<file path="src/rtl/uart_pkg.sv">
// Shared UART definitions: FSM state encoding and frame constants,
// common to the receiver and the transmitter.
package uart_pkg;

  typedef enum logic [1:0] {
    ST_IDLE  = 2'd0,
    ST_START = 2'd1,
    ST_DATA  = 2'd2,
    ST_STOP  = 2'd3
  } uart_state_e;

  localparam int unsigned DATA_BITS     = 8;
  // Data index whose sample is the last before the stop bit.
  localparam logic [2:0]  LAST_DATA_IDX = 3'(DATA_BITS - 1);

  function automatic int unsigned sample_point(input int unsigned bps_cnt);
    return (bps_cnt / 2) - 1;
  endfunction

endpackage

</file>
<file path="src/rtl/uart_rx_sync.sv">
// Two-flop synchronizer for the serial line plus a delay flop for
// falling-edge detection, gated until a real high level has been seen.
module uart_rx_sync (
  input  logic clk_i,
  input  logic rst_ni,
  input  logic async_i,
  output logic sync_o,
  output logic fall_o
);

  logic       meta_q, sync_q, dly_q;
  logic [1:0] vld_q;
  logic       armed_q;
  logic       armed_d;

  // Reset forces all stages high, so a line held low over reset release
  // must go high before any edge is reported; vld_q tracks real data.
  assign armed_d = armed_q | (vld_q[1] & sync_q);

  // Synchronizer, delay stage and arming state.
  always_ff @(posedge clk_i or negedge rst_ni) begin
    if (!rst_ni) begin
      meta_q  <= 1'b1;
      sync_q  <= 1'b1;
      dly_q   <= 1'b1;
      vld_q   <= 2'b00;
      armed_q <= 1'b0;
    end else begin
      meta_q  <= async_i;
      sync_q  <= meta_q;
      dly_q   <= sync_q;
      vld_q   <= {vld_q[0], 1'b1};
      armed_q <= armed_d;
    end
  end

  assign sync_o = sync_q;
  assign fall_o = armed_q & dly_q & ~sync_q;

endmodule

</file>
<file path="src/rtl/uart_recv.sv">
// UART receiver, 8N1, mid-bit sampling. Defining UART_RX_FRAME_ERR_EN
// enables stop-bit checking and the Uart_frame_err output.
module uart_recv
  import uart_pkg::*;
#(
  parameter int unsigned CLK_FREQ = 50000000,
  parameter int unsigned UART_BPS = 9600
) (
  input  logic       CLK_SYS,
  input  logic       CLK_RST,
  input  logic       Uart_RXD,
  output logic [7:0] Uart_dout,
  output logic       Uart_RX_done,
  output logic       Uart_RX_busy
`ifdef UART_RX_FRAME_ERR_EN
  ,
  output logic       Uart_frame_err
`endif
);

  localparam int unsigned BPS_CNT    = CLK_FREQ / UART_BPS;
  localparam logic [15:0] CNT_LAST   = 16'(BPS_CNT - 1);
  localparam logic [15:0] CNT_SAMPLE = 16'(sample_point(BPS_CNT));

  uart_state_e state_q, state_d;
  logic [15:0] cnt_q, cnt_d;
  logic [2:0]  idx_q, idx_d;
  logic [7:0]  shift_q, shift_d;
  logic [7:0]  dout_q, dout_d;
  logic        done_q, done_d;
  logic        busy_q;
  logic        rxd_sync_s, rxd_fall_s;
  logic        sample_s, wrap_s;
`ifdef UART_RX_FRAME_ERR_EN
  logic        ferr_q, ferr_d;
`endif

  uart_rx_sync u_sync (
    .clk_i   (CLK_SYS),
    .rst_ni  (CLK_RST),
    .async_i (Uart_RXD),
    .sync_o  (rxd_sync_s),
    .fall_o  (rxd_fall_s)
  );

  assign sample_s = (cnt_q == CNT_SAMPLE);
  assign wrap_s   = (cnt_q == CNT_LAST);

  // Next-state, bit timing and output decisions.
  always_comb begin
    state_d = state_q;
    cnt_d   = cnt_q;
    idx_d   = idx_q;
    shift_d = shift_q;
    dout_d  = dout_q;
    done_d  = 1'b0;
`ifdef UART_RX_FRAME_ERR_EN
    ferr_d  = 1'b0;
`endif
    if (state_q == ST_IDLE) begin
      cnt_d = 16'd0;
    end else if (wrap_s) begin
      cnt_d = 16'd0;
    end else begin
      cnt_d = cnt_q + 16'd1;
    end
    case (state_q)
      ST_IDLE: begin
        idx_d = 3'd0;
        if (rxd_fall_s) begin
          state_d = ST_START;
        end else begin
          state_d = ST_IDLE;
        end
      end
      ST_START: begin
        if (sample_s && rxd_sync_s) begin
          state_d = ST_IDLE;
        end else if (wrap_s) begin
          state_d = ST_DATA;
        end else begin
          state_d = ST_START;
        end
      end
      ST_DATA: begin
        if (sample_s) begin
          shift_d[idx_q] = rxd_sync_s;
        end else begin
          shift_d = shift_q;
        end
        if (wrap_s && (idx_q == LAST_DATA_IDX)) begin
          state_d = ST_STOP;
          idx_d   = 3'd0;
        end else if (wrap_s) begin
          idx_d   = idx_q + 3'd1;
        end else begin
          idx_d   = idx_q;
        end
      end
      ST_STOP: begin
        if (sample_s) begin
          state_d = ST_IDLE;
`ifdef UART_RX_FRAME_ERR_EN
          if (rxd_sync_s) begin
            dout_d = shift_q;
            done_d = 1'b1;
          end else begin
            ferr_d = 1'b1;
          end
`else
          dout_d = shift_q;
          done_d = 1'b1;
`endif
        end else begin
          state_d = ST_STOP;
        end
      end
      default: begin
        state_d = ST_IDLE;
      end
    endcase
  end

  // State and output registers.
  always_ff @(posedge CLK_SYS or negedge CLK_RST) begin
    if (!CLK_RST) begin
      state_q <= ST_IDLE;
      cnt_q   <= 16'd0;
      idx_q   <= 3'd0;
      shift_q <= 8'h00;
      dout_q  <= 8'h00;
      done_q  <= 1'b0;
      busy_q  <= 1'b0;
`ifdef UART_RX_FRAME_ERR_EN
      ferr_q  <= 1'b0;
`endif
    end else begin
      state_q <= state_d;
      cnt_q   <= cnt_d;
      idx_q   <= idx_d;
      shift_q <= shift_d;
      dout_q  <= dout_d;
      done_q  <= done_d;
      busy_q  <= (state_d != ST_IDLE);
`ifdef UART_RX_FRAME_ERR_EN
      ferr_q  <= ferr_d;
`endif
    end
  end

  assign Uart_dout    = dout_q;
  assign Uart_RX_done = done_q;
  assign Uart_RX_busy = busy_q;
`ifdef UART_RX_FRAME_ERR_EN
  assign Uart_frame_err = ferr_q;
`endif

endmodule

</file>
<file path="config.mk">
export PLATFORM = sky130hd
export DESIGN_NAME = uart_recv
export DESIGN_NICKNAME = d
export VERILOG_FILES = /design/src/rtl/uart_pkg.sv /design/src/rtl/uart_rx_sync.sv /design/src/rtl/uart_recv.sv
export SDC_FILE = /design/constraint.sdc
export NUM_CORES = 1
export LEC_CHECK = 0
export ABC_AREA = 1
export CORE_ASPECT_RATIO = 1.1
export CORE_UTILIZATION = 31
export DETAILED_ROUTE_END_ITERATION = 16
export GPL_ROUTABILITY_DRIVEN = 1
export SETUP_SLACK_MARGIN = 0.1
export SLEW_MARGIN = 20
export SYNTH_ARGS = -nofsm -noshare
export SYNTH_HDL_FRONTEND = slang
export SYNTH_HIERARCHICAL = 1
export SYNTH_SLANG_ARGS = --single-unit
</file>
<file path="constraint.sdc">
create_clock -name CLK_SYS -period 1.5 [get_ports CLK_SYS]
set_clock_uncertainty 0.2 [all_clocks]
set_input_delay 0.225 -clock CLK_SYS [delete_from_list [all_inputs] [get_ports CLK_SYS]]
set_output_delay 0.225 -clock CLK_SYS [all_outputs]
set_load 0.01 [all_outputs]
</file>
# ---- Word level (Yosys, flattened, before mapping)
# Cells that the tools add are included.
dict set report totals {
  register_bits 45
  output_inout_bits 10
  word_cells 53
}
dict set report op_classes {
  n_addsub 2
  order_cmp 2
  eq_ne 7
  n_mux 16
  bitwise_logic 5
  reduce_logical 9
}
# op n
set op_table {}
lappend op_table {{16-bit two-way mux} 2}
lappend op_table {{16-bit by 1-bit adder with 16-bit output, second input constant} 1}
lappend op_table {{16-bit by 12-bit equality test with 1-bit output, second input constant} 1}
lappend op_table {{16-bit by 13-bit equality test with 1-bit output, second input constant} 1}
lappend op_table {{8-bit bitwise mux} 1}
lappend op_table {{2-bit two-way mux} 4}
lappend op_table {{2-bit case mux with 4 select lines} 1}
lappend op_table {{3-bit two-way mux} 2}
lappend op_table {{3-bit case mux with 2 select lines} 1}
lappend op_table {{2-bit AND reduction} 3}
lappend op_table {{2-bit equality test, second input constant} 2}
lappend op_table {{3-bit by 4-bit < comparator with 1-bit output, second input constant} 1}
lappend op_table {{1-bit two-way mux} 4}
lappend op_table {{2-bit nonzero test} 2}
lappend op_table {{3-bit by 1-bit adder with 3-bit output, second input constant} 1}
lappend op_table {{1-bit AND} 3}
lappend op_table {{1-bit demux with 3-bit select} 1}
lappend op_table {{3-bit equality test, second input constant} 1}
lappend op_table {{3-bit by 1-bit >= comparator with 1-bit output, second input constant} 1}
lappend op_table {{1-bit logical AND} 3}
lappend op_table {{3-bit inequality test, second input constant} 1}
lappend op_table {{2-bit by 1-bit equality test with 1-bit output, second input constant} 1}
lappend op_table {{2-bit logical NOT} 1}
lappend op_table {{1-bit inverter} 1}
lappend op_table {{1-bit bitwise OR} 1}

# ---- Longest topological paths before layout
# Gate-level depths: netlist of run 1.
dict set report depth {
  depth_word 5
  mapped_depth 10
  ltp_nobuf 10
}

# ---- Modules after synthesis
# The synthesis of run 1 kept the hierarchy.
# mod n_inst cells_each area_each_um2 seq_area_each_um2
set by_module_without_submodules {}
lappend by_module_without_submodules {uart_recv 1 256 1955.6 975.9}
lappend by_module_without_submodules {uart_rx_sync 1 12 178.9 153.9}

# ---- Worst setup path after synthesis of run 1
# No wires, ideal clock.
dict set report synth_timing {
  path_kind {flip-flop to flip-flop}
  start {register cnt_q[0]}
  end {register cnt_q[14]}
  setup_time_ns 0.119
  arrival_time_ns 1.294
  path_slack_ns -0.113
  path_stages_with_launch 11
  path_buffers 0
  period_less_slack_ns 1.613
  cell_sequence {dfrtp_1 > ha_1 > nand2_1 > inv_2 > nand2_1 > nor2_1 > nand2_1 > nand2_2 > inv_2 > a21oi_1 > nor2_1}
}
dict set report synth_between {
  elab_chain_len 3
  elab_cells_between_ends 4
  cone_classes {1 x add/sub; 1 x eq/ne; 2 x mux}
}
# element line
set synth_rtl {}
lappend synth_rtl {{start: declaration} uart_recv.sv:26} ;# logic [15:0] cnt_q, cnt_d;
lappend synth_rtl {{start signal: assignment} uart_recv.sv:139} ;# cnt_q <= cnt_d;
lappend synth_rtl {{16-bit by 1-bit adder with 16-bit output / 16-bit by 13-bit equality test with 1-bit output (equally long branches)} {uart_recv.sv:65, uart_recv.sv:47}}
lappend synth_rtl {{16-bit two-way mux *} uart_recv.sv:62} ;# end else if (wrap_s) begin
lappend synth_rtl {{16-bit two-way mux *} uart_recv.sv:60} ;# if (state_q == ST_IDLE) begin
lappend synth_rtl {{via cnt_d[14]} uart_recv.sv:26}
# The timed path passes the listed nets; every way through them passes the cells marked *.
# A chain may end at the register's enable or synchronous reset.

# ---- Worst setup path in the final report of run 1
dict set report layout_timing {
  start {register cnt_q[1]}
  end {register shift_q[3]}
}
dict set report layout_between {
  elab_chain_len 2
}
# element line
set layout_rtl {}
lappend layout_rtl {{16-bit by 12-bit equality test with 1-bit output} uart_recv.sv:46} ;# assign sample_s = (cnt_q == CNT_SAMPLE);
lappend layout_rtl {{2-bit AND reduction (no line)} --}
lappend layout_rtl {{end signal: assignment} uart_recv.sv:141} ;# shift_q <= shift_d;
lappend layout_rtl {{end: declaration} uart_recv.sv:28} ;# logic [7:0] shift_q, shift_d;
# Every way passes these cells.

==> PnR_summary.wiki, run 1 <==
{| class="wikitable"
! Metric !! Value
|-
| Layout cells sized above 1 || 0.394
|-
| Clock transition time at the flip-flop clock pins of the worst setup and hold paths || around 90 ps
|-
| Number of flip-flops and latches in the synthesized netlist || 45
|-
| Horizontal extent of the die || just over 80 um
|-
| Worst Hold End || u_sync/meta_q$_DFF_PN1_
|-
| Endpoint of the lowest-slack register-to-register path || shift_q[3]$_DFFE_PN0P_
|-
| Dominant cell type by count on the critical path || sky130_fd_sc_hd__nor2_4
|-
| RSZ-0062 raised after global routing || yes
|-
| Post-Synthesis Cells || between 200 and 300
|-
| Wire length of the first global-routing pass || between 8000 and 9000 um
|-
| Fill count || roughly 630
|-
| Maximum number of buffers from clock root to sink || 2
|-
| Worst reg2reg startpoint || cnt_q[1]$_DFF_PN0_
|-
| Number of warning messages in the yosys log || 6
|-
| MaxCap Viol Count || 0
|-
| Largest delay share family, worst path || simple AND/OR/NAND/NOR gates
|-
| Sequential cell area fraction in the yosys report || 0.529
|-
| Starting density of the core || 0.322
|-
| Number of diodes added for antenna fixing || 0
|-
| Total area of multi-input combinational cells || around 0.0012 mm^2
|-
| Average instance area after synthesis || between 7 and 8 um^2
|-
| Cells traversed along the worst timing path || ha_4, buf_12, nand3_4, nor2_4, nand2_2, nor2_4, nand3_1, nand2_1, o21ai_1
|-
| Count of antenna-violating nets left after detailed routing || 0
|-
| Total Negative Setup Slacks || -3240 ps
|-
| Number of global-route vias before repair || between 1500 and 2000
|-
| Total Power || 2960 uW
|-
| Violated checks || negative setup slack
|-
| Final worst setup slack || -172 ps
|-
| Netlist cell types || 22
|-
| Root cell of the clock tree || sky130_fd_sc_hd__clkbuf_8
|-
| Die footprint || between 0.007 and 0.008 mm^2
|-
| Standard cell with the maximum stage delay on the critical path || sky130_fd_sc_hd__dfrtp_1
|-
| First-iteration detailed-routing DRC count || 70
|-
| Storage cell area || around 0.0011 mm^2
|-
| TritonCTS buffer count || 5
|-
| Capturing element type of the critical path || flip-flop
|-
| Clock Latency Late Sink || around 300 ps
|-
| Post-synthesis cell area || between 0.002 and 0.0025 mm^2
|-
| Number of cells traversed by the worst hold path || 1
|-
| Core Footprint || 0.00663 mm^2
|-
| Maximum number of pins on one net before global-route repair || 46
|-
| Path category of the worst min-delay check || input port to flip-flop
|-
| Core utilization of the finished layout || 0.475
|-
| Bufs and invs on worst path || 1
|-
| Clock tree from TritonCTS || yes
|-
| Power Dens Cells || 939 mW/mm^2
|-
| Via count || 1868
|-
| Drt pass-1 iters || 4
|-
| Data arrival time of the critical path || 1650 ps
|-
| Routed via count divided by cell count || approximately 4.5
|-
| Startpoint type of the worst setup path || flip-flop
|-
| Required time worst endpoint || ~1500 ps
|-
| Largest fanout on the critical path || 4
|-
| Static power due to leakage || between 0.0015 and 0.002 uW
|-
| Max IR drop VDD || between 0.0007 and 0.0008 V
|-
| R2R Setup Slk || -170 ps
|-
| Minimum clock period after layout || 1670 ps
|-
| Post-synthesis net count || approximately 270
|-
| Max-slew violation count || 0
|-
| Nets@finish || 340
|-
| Highest achievable clock rate || between 0.5 and 0.6 GHz
|-
| DPL Wire Length || roughly 3300 um
|-
| Number of top-level design ports || 13
|-
| Delay of the slowest cell on the worst path || 400 ps
|-
| Drt drc || 0
|-
| Hold Fails Final Rpt || 0
|-
| Outcome || finished with violations
|-
| Height of the die || just under 90 um
|-
| Post-Route WL || ~4700 um
|-
| Routed length per placed instance || between 10 and 15 um
|-
| GRT Total Usage || 0.149
|-
| Hold Path Origin || Uart_RXD
|-
| Initial antenna violation count || 0
|-
| Synthesis-to-finish area growth || 47.5%
|-
| Row Count || 31
|-
| Crit Path Category || flip-flop to flip-flop
|-
| Number of sinks on the clock net || 45
|-
| Total grt overflow || 0
|-
| RD Place Congestion || between 0.8 and 0.9
|-
| Final setup violating endpoints || 35
|-
| Total number of H-tree levels || 2
|-
| Final critical-path share of the clock period || 1.11
|-
| Logic depth of the worst register-to-register path || 9
|-
| Count of buffers from port buffering || 12
|}
## repair_timing
item / CTS / global route
pin swaps: 9 / 20
buffers inserted: 4 / 6
cloned: 1 / 0
hold buffers: 1 / 0
endpoints found under the hold margin: 45 / 0
resized for setup: 38 / 58
setup endpoints to repair: 47 / 44
## power by group
part	internal [uW]	switching, uW	total [uW]	leakage (uW)
sequential	1310	82.5	1390	0.000591
clock	374	419	793	0.0000512
combinational	357	418	775	0.000871
## synthesized netlist by cell type
| cell type | instances | area (um^2) |
|---|---|---|
| sky130_fd_sc_hd__xor2_1 | 5 | 43.8 |
| sky130_fd_sc_hd__ha_1 | 3 | 37.5 |
| sky130_fd_sc_hd__a21oi_1 | 5 | 25.0 |
| sky130_fd_sc_hd__nand2_2 | 3 | 18.8 |
| sky130_fd_sc_hd__o21ai_0 | 1 | 5.00 |
| sky130_fd_sc_hd__inv_1 | 22 | 82.6 |
| sky130_fd_sc_hd__dfstp_2 | 3 | 78.8 |
| sky130_fd_sc_hd__nor2_2 | 6 | 37.5 |
| sky130_fd_sc_hd__nor2_4 | 1 | 11.3 |
| sky130_fd_sc_hd__o21ai_1 | 13 | 65.1 |
| sky130_fd_sc_hd__and3_1 | 2 | 12.5 |
| sky130_fd_sc_hd__clkinv_1 | 1 | 3.75 |
| sky130_fd_sc_hd__nand2_1 | 74 | 278 |
| sky130_fd_sc_hd__dfrtp_1 | 42 | 1050 |
| sky130_fd_sc_hd__nand3_1 | 24 | 120 |
| sky130_fd_sc_hd__nor3_4 | 1 | 16.3 |
| sky130_fd_sc_hd__nand4_1 | 2 | 12.5 |
| sky130_fd_sc_hd__conb_1 | 1 | 3.75 |
| sky130_fd_sc_hd__nor3_1 | 3 | 15.0 |
| sky130_fd_sc_hd__nor2_1 | 46 | 173 |
| sky130_fd_sc_hd__nor3_2 | 1 | 10.0 |
| sky130_fd_sc_hd__inv_2 | 9 | 33.8 |
## layout make-up
| cell class | count | share of cell area |
|---|---|---|
| clock buffer | 6 | 0.0262 |
| inverter | 32 | 0.0429 |
| timing repair buffer | 58 | 0.159 |
| sequential | 45 | 0.360 |
| multi-input combinational | 191 | 0.373 |
| clock inverter | 2 | 0.00437 |
| timing repair inverter | 1 | 0.00238 |
| tap | 82 | 0.0326 |
## cell usage in the layout, fill, tap and decap left out, types with 2 or more instances in the layout
master                             n
sky130_fd_sc_hd__nand4_1           2
sky130_fd_sc_hd__dfrtp_2           2
sky130_fd_sc_hd__a21oi_1           3
sky130_fd_sc_hd__and3_4            2
sky130_fd_sc_hd__nor3_2            2
sky130_fd_sc_hd__clkdlybuf4s15_1   8
sky130_fd_sc_hd__nand2_1          54
sky130_fd_sc_hd__dfstp_2           3
sky130_fd_sc_hd__buf_12            2
sky130_fd_sc_hd__xor2_1            5
sky130_fd_sc_hd__nand3_1          14
sky130_fd_sc_hd__inv_1            20
sky130_fd_sc_hd__o21ai_1          12
sky130_fd_sc_hd__dfrtp_1          40
sky130_fd_sc_hd__nand3_2           4
sky130_fd_sc_hd__nor3_1            2
sky130_fd_sc_hd__nor2_4            7
sky130_fd_sc_hd__nand2_4           7
sky130_fd_sc_hd__clkbuf_8          6
sky130_fd_sc_hd__nand2_2          15
sky130_fd_sc_hd__nor2_1           36
sky130_fd_sc_hd__nor2_2           10
sky130_fd_sc_hd__buf_6             5
sky130_fd_sc_hd__nand3_4           6
sky130_fd_sc_hd__buf_4            38
sky130_fd_sc_hd__a21oi_2           2
sky130_fd_sc_hd__inv_2             8
## worst register-to-register path, delay by kind of cell, from the launching register on
kind | cells | cell delay, ps
DFF | 1 | 400
adders and majority gates | 1 | 180
and+or+nand+nor | 6 | 620
AOI/OAI and AO/OA | 1 | 50
buffers and inverters | 1 | 110
## per-stage QoR
stage / std cells / area [um^2] / setup WS [ps] / hold slack, ps
floorplan: 268 / 2180 / -26.4 / -271
global placement: 398 / 2680 / -211 / 26.3
detailed placement: 398 / 2680 / -224 / 26.0
CTS: 412 / 2920 / -144 / 109
global route: 417 / 3150 / -268 / 117
finish: 417 / 3150 / -172 / 119
## cells by family after synthesis
kind of cell / Yosys count / synth area share
and+or+nand+nor: 163 / 0.330
DFF: 45 / 0.529
buffers and inverters: 32 / 0.0563
AOI/OAI and AO/OA: 19 / 0.0445
xor gates and xnor gates: 5 / 0.0205
adders and majority gates: 3 / 0.0176
other: 1 / 0.00176
## sequential cells by signal, summed over array words and instances, names as in the netlist
| register | cells |
|---|---|
| Uart_RX_busy | 1 |
| u_sync/armed_q | 1 |
| u_sync/dly_q | 1 |
| Uart_dout | 8 |
| idx_q | 3 |
| shift_q | 8 |
| cnt_q | 16 |
| Uart_RX_done | 1 |
| u_sync/sync_o | 1 |
| u_sync/vld_q | 2 |
| state_q | 2 |
| u_sync/meta_q | 1 |
## layer usage
metal / GRT usage / wire [um]
met1: 0.170 / 2050
met4: 0.0747 / 154
met5: 0 / 0
met2: 0.261 / 2390
met3: 0.0337 / 130
## worst max path at each step
stage                                   to  depth (start not counted)  slack (ps)                from
CTS                 shift_q[5]$_DFFE_PN0P_                          9        -140  cnt_q[0]$_DFF_PN0_
finish              shift_q[3]$_DFFE_PN0P_                          9        -170  cnt_q[1]$_DFF_PN0_
floorplan              cnt_q[14]$_DFF_PN0_                         10         -30  cnt_q[0]$_DFF_PN0_
global placement       cnt_q[14]$_DFF_PN0_                         10        -210  cnt_q[0]$_DFF_PN0_
detailed placement     cnt_q[14]$_DFF_PN0_                         10        -220  cnt_q[0]$_DFF_PN0_
global route        shift_q[5]$_DFFE_PN0P_                          9        -270  cnt_q[1]$_DFF_PN0_
Power figures use the tool's default switching activity.
==> run 2: changes to the inputs <==
CELL_PAD_IN_SITES_DETAIL_PLACEMENT = 0   (was not set)
CELL_PAD_IN_SITES_GLOBAL_PLACEMENT = 1   (was not set)
PLACE_DENSITY_LB_ADDON = 0.1   (was not set)
==> PnR_summary.wiki, run 2 (same netlist as run 1, synthesis figures left out) <==
{| class="wikitable"
! Metric !! Value
|-
| Wire length of the first global-routing pass || 8690 um (+6.7%)
|-
| Starting density of the core || 0.322 (unchanged)
|-
| First-iteration detailed-routing DRC count || 54 (-23%)
|-
| Post-Route WL || 5220 um (+11%)
|-
| Final setup violating endpoints || 36 (+2.9%)
|-
| Power Dens Cells || 937 mW/mm^2 (-0.23%)
|-
| Number of top-level design ports || 13 (unchanged)
|-
| Total grt overflow || 0 (unchanged)
|-
| Drt pass-1 iters || 4 (unchanged)
|-
| Final standard cell count with taps included and fillers excluded || 428 (+2.6%)
|-
| Post-route cell area || 0.00315 mm^2 (about the same)
|-
| Maximum number of pins on one net before global-route repair || 46 (unchanged)
|-
| Worst Setup Slack post-DPL || -235 ps (-10.8 ps)
|-
| Number of sinks on the clock net || 45 (unchanged)
|-
| Horizontal extent of the die || 81.1 um (unchanged)
|-
| Initial antenna violation count || 0 (unchanged)
|-
| Number of diodes added for antenna fixing || 0 (unchanged)
|-
| Root cell of the clock tree || sky130_fd_sc_hd__clkbuf_8
|-
| Endpoint of the lowest-slack register-to-register path || cnt_q[12]$_DFF_PN0_
|-
| Worst reg2reg startpoint || cnt_q[0]$_DFF_PN0_
|-
| Total instance count after detailed placement || 409 (+2.8%)
|-
| Final critical-path share of the clock period || 1.11 (-0.00644)
|-
| Path category of the worst min-delay check || input port to flip-flop
|-
| Most common cell after layout, fill and taps aside || sky130_fd_sc_hd__nand2_1
|-
| Max IR drop VDD || 0.000590 V (-20%)
|-
| Largest fanout on the critical path || 5 (+1)
|-
| Worst Hold End || u_sync/meta_q$_DFF_PN1_
|-
| Height of the die || 89.0 um (unchanged)
|-
| Count of antenna-violating nets left after detailed routing || 0 (unchanged)
|-
| Via count || 1887 (+1.0%)
|-
| Highest achievable clock rate || 0.602 GHz (+0.58%)
|-
| Clock transition time at the flip-flop clock pins of the worst setup and hold paths || 80 ps (about the same)
|-
| Standard cell with the maximum stage delay on the critical path || sky130_fd_sc_hd__dfrtp_1
|-
| Core Footprint || 0.00663 mm^2 (unchanged)
|-
| Placed cell area || 0.00276 mm^2 (+3.1%)
|-
| DPL Wire Length || 3790 um (+15%)
|-
| Static power due to leakage || 0.00152 uW (+0.73%)
|-
| Violated checks || negative setup slack
|-
| Final worst setup slack || -162 ps (+9.67 ps)
|-
| Cells traversed along the worst timing path || ha_4, nand2_4, inv_4, nand3_4, nor2_4, nand2_2, o21ai_2, nand2_1, nor2_1
|-
| Data arrival time of the critical path || 1680 ps (+30 ps)
|-
| Row Count || 31 (unchanged)
|-
| Nets@finish || 351 (+3.2%)
|-
| Startpoint type of the worst setup path || flip-flop
|-
| Drt drc || 0 (unchanged)
|-
| Capturing element type of the critical path || flip-flop
|-
| Hold Fails Final Rpt || 0 (unchanged)
|-
| Total number of H-tree levels || 2 (unchanged)
|-
| Final-layout worst hold slack || 132 ps (+13.5 ps)
|-
| Layout cells sized above 1 || 0.410 (+0.0164)
|-
| Top reg by flops || cnt_q
|-
| Required time worst endpoint || 1520 ps (+40 ps)
|-
| Number of flip-flops under the largest register name || 16 (unchanged)
|-
| Total Power || 2950 uW (-0.31%)
|-
| Synthesis-to-finish area growth || 47.4% (about the same)
|-
| Clock tree from TritonCTS || yes
|-
| RSZ-0062 raised after global routing || yes
|-
| R2R Setup Slk || -160 ps (about the same)
|-
| Number of cells traversed by the worst hold path || 1 (unchanged)
|-
| Outcome || finished with violations
|-
| GRT Total Usage || 0.163 (+0.0141)
|-
| Hold Path Origin || Uart_RXD
|-
| TritonCTS buffer count || 5 (unchanged)
|-
| Delay of the slowest cell on the worst path || 400 ps (about the same)
|-
| Maximum number of buffers from clock root to sink || 2 (unchanged)
|-
| RD Place Congestion || 0.772 (-5.3%)
|-
| Routed via count divided by cell count || 4.41 (-1.6%)
|-
| MaxCap Viol Count || 0 (unchanged)
|-
| Logic depth of the worst register-to-register path || 9 (unchanged)
|-
| Max-slew violation count || 0 (unchanged)
|-
| Fill count || 671 (+6.7%)
|-
| Leading cell types in the layout, fill and taps excluded || sky130_fd_sc_hd__nand2_1, sky130_fd_sc_hd__buf_4, sky130_fd_sc_hd__dfrtp_1, sky130_fd_sc_hd__nor2_1, sky130_fd_sc_hd__inv_1
|-
| Count of buffers from port buffering || 12 (unchanged)
|-
| Minimum clock period after layout || 1660 ps (-9.67 ps)
|-
| Number of global-route vias before repair || 1856 (-0.80%)
|-
| Crit Path Category || flip-flop to flip-flop
|-
| Routed length per placed instance || 12.2 um (+7.9%)
|-
| Die footprint || 0.00722 mm^2 (unchanged)
|-
| Clock Latency Late Sink || 300 ps (about the same)
|}
run 2: layout make-up:
cell class | count | area, um^2 | area share
Sequential cell | 45 | 1130 | 0.359
Multi-Input combinational cell | 191 | 1120 | 0.357
Timing Repair Buffer | 69 | 562 | 0.179
Inverter | 32 | 128 | 0.0406
Tap cell | 82 | 103 | 0.0326
Clock buffer | 7 | 86.3 | 0.0274
Clock inverter | 1 | 7.51 | 0.00239
Timing Repair inverter | 1 | 7.51 | 0.00239
run 2: critical path: cells and delay by family, from the launching register on:
kind | cells | cell delay, ps
simple gates | 6 | 620
compound gates | 1 | 110
fa+ha+maj | 1 | 180
buf+inv | 1 | 80
flops | 1 | 400
run 2: report_power, final:
part           switching (uW)  internal, uW  total (uW)
Sequential               94.7          1300        1400
Clock                     404           375         778
Combinational             415           355         770
Total                     914          2030        2950
run 2: layer usage:
metal  wire length (um)  global-route usage  up-vias  part of all wire
li1                   -                   -      990                 -
met1               2430               0.204      870              0.47
met2               2620               0.284       21              0.50
met3                106              0.0306        6             0.020
met4                 66              0.0487        0             0.013
met5                  0                   0        -                 0
run 2: worst max path at each step:
stage / end / from / slack (ps) / depth (start not counted)
6_report: cnt_q[12]$_DFF_PN0_ / cnt_q[0]$_DFF_PN0_ / -160 / 9
3_5_place_dp: shift_q[5]$_DFFE_PN0P_ / cnt_q[6]$_DFF_PN0_ / -230 / 8
2_1_floorplan: cnt_q[14]$_DFF_PN0_ / cnt_q[0]$_DFF_PN0_ / -30 / 10
4_1_cts: Uart_RX_busy$_DFF_PN0_ / cnt_q[1]$_DFF_PN0_ / -160 / 10
3_3_place_gp: shift_q[5]$_DFFE_PN0P_ / cnt_q[6]$_DFF_PN0_ / -270 / 8
5_1_grt: cnt_q[12]$_DFF_PN0_ / cnt_q[0]$_DFF_PN0_ / -260 / 9
run 2: repair_timing:
| action | 4_1_cts | 5_1_grt |
|---|---|---|
| hold buffers | 1 | 0 |
| hold endpoints to repair | 45 | 0 |
| gates resized for setup | 45 | 41 |
| setup buffers | 6 | 4 |
| cloned | 1 | 0 |
| setup endpoints to repair | 48 | 46 |
| pin swaps | 12 | 19 |
run 2: through the flow:
step,util,setup TNS (ps)
floorplan,-,-164
global placement,0.417,-4350
global route,0.474,-7390
CTS,0.457,-4560
detailed placement,0.417,-4460
finish,0.474,-3390
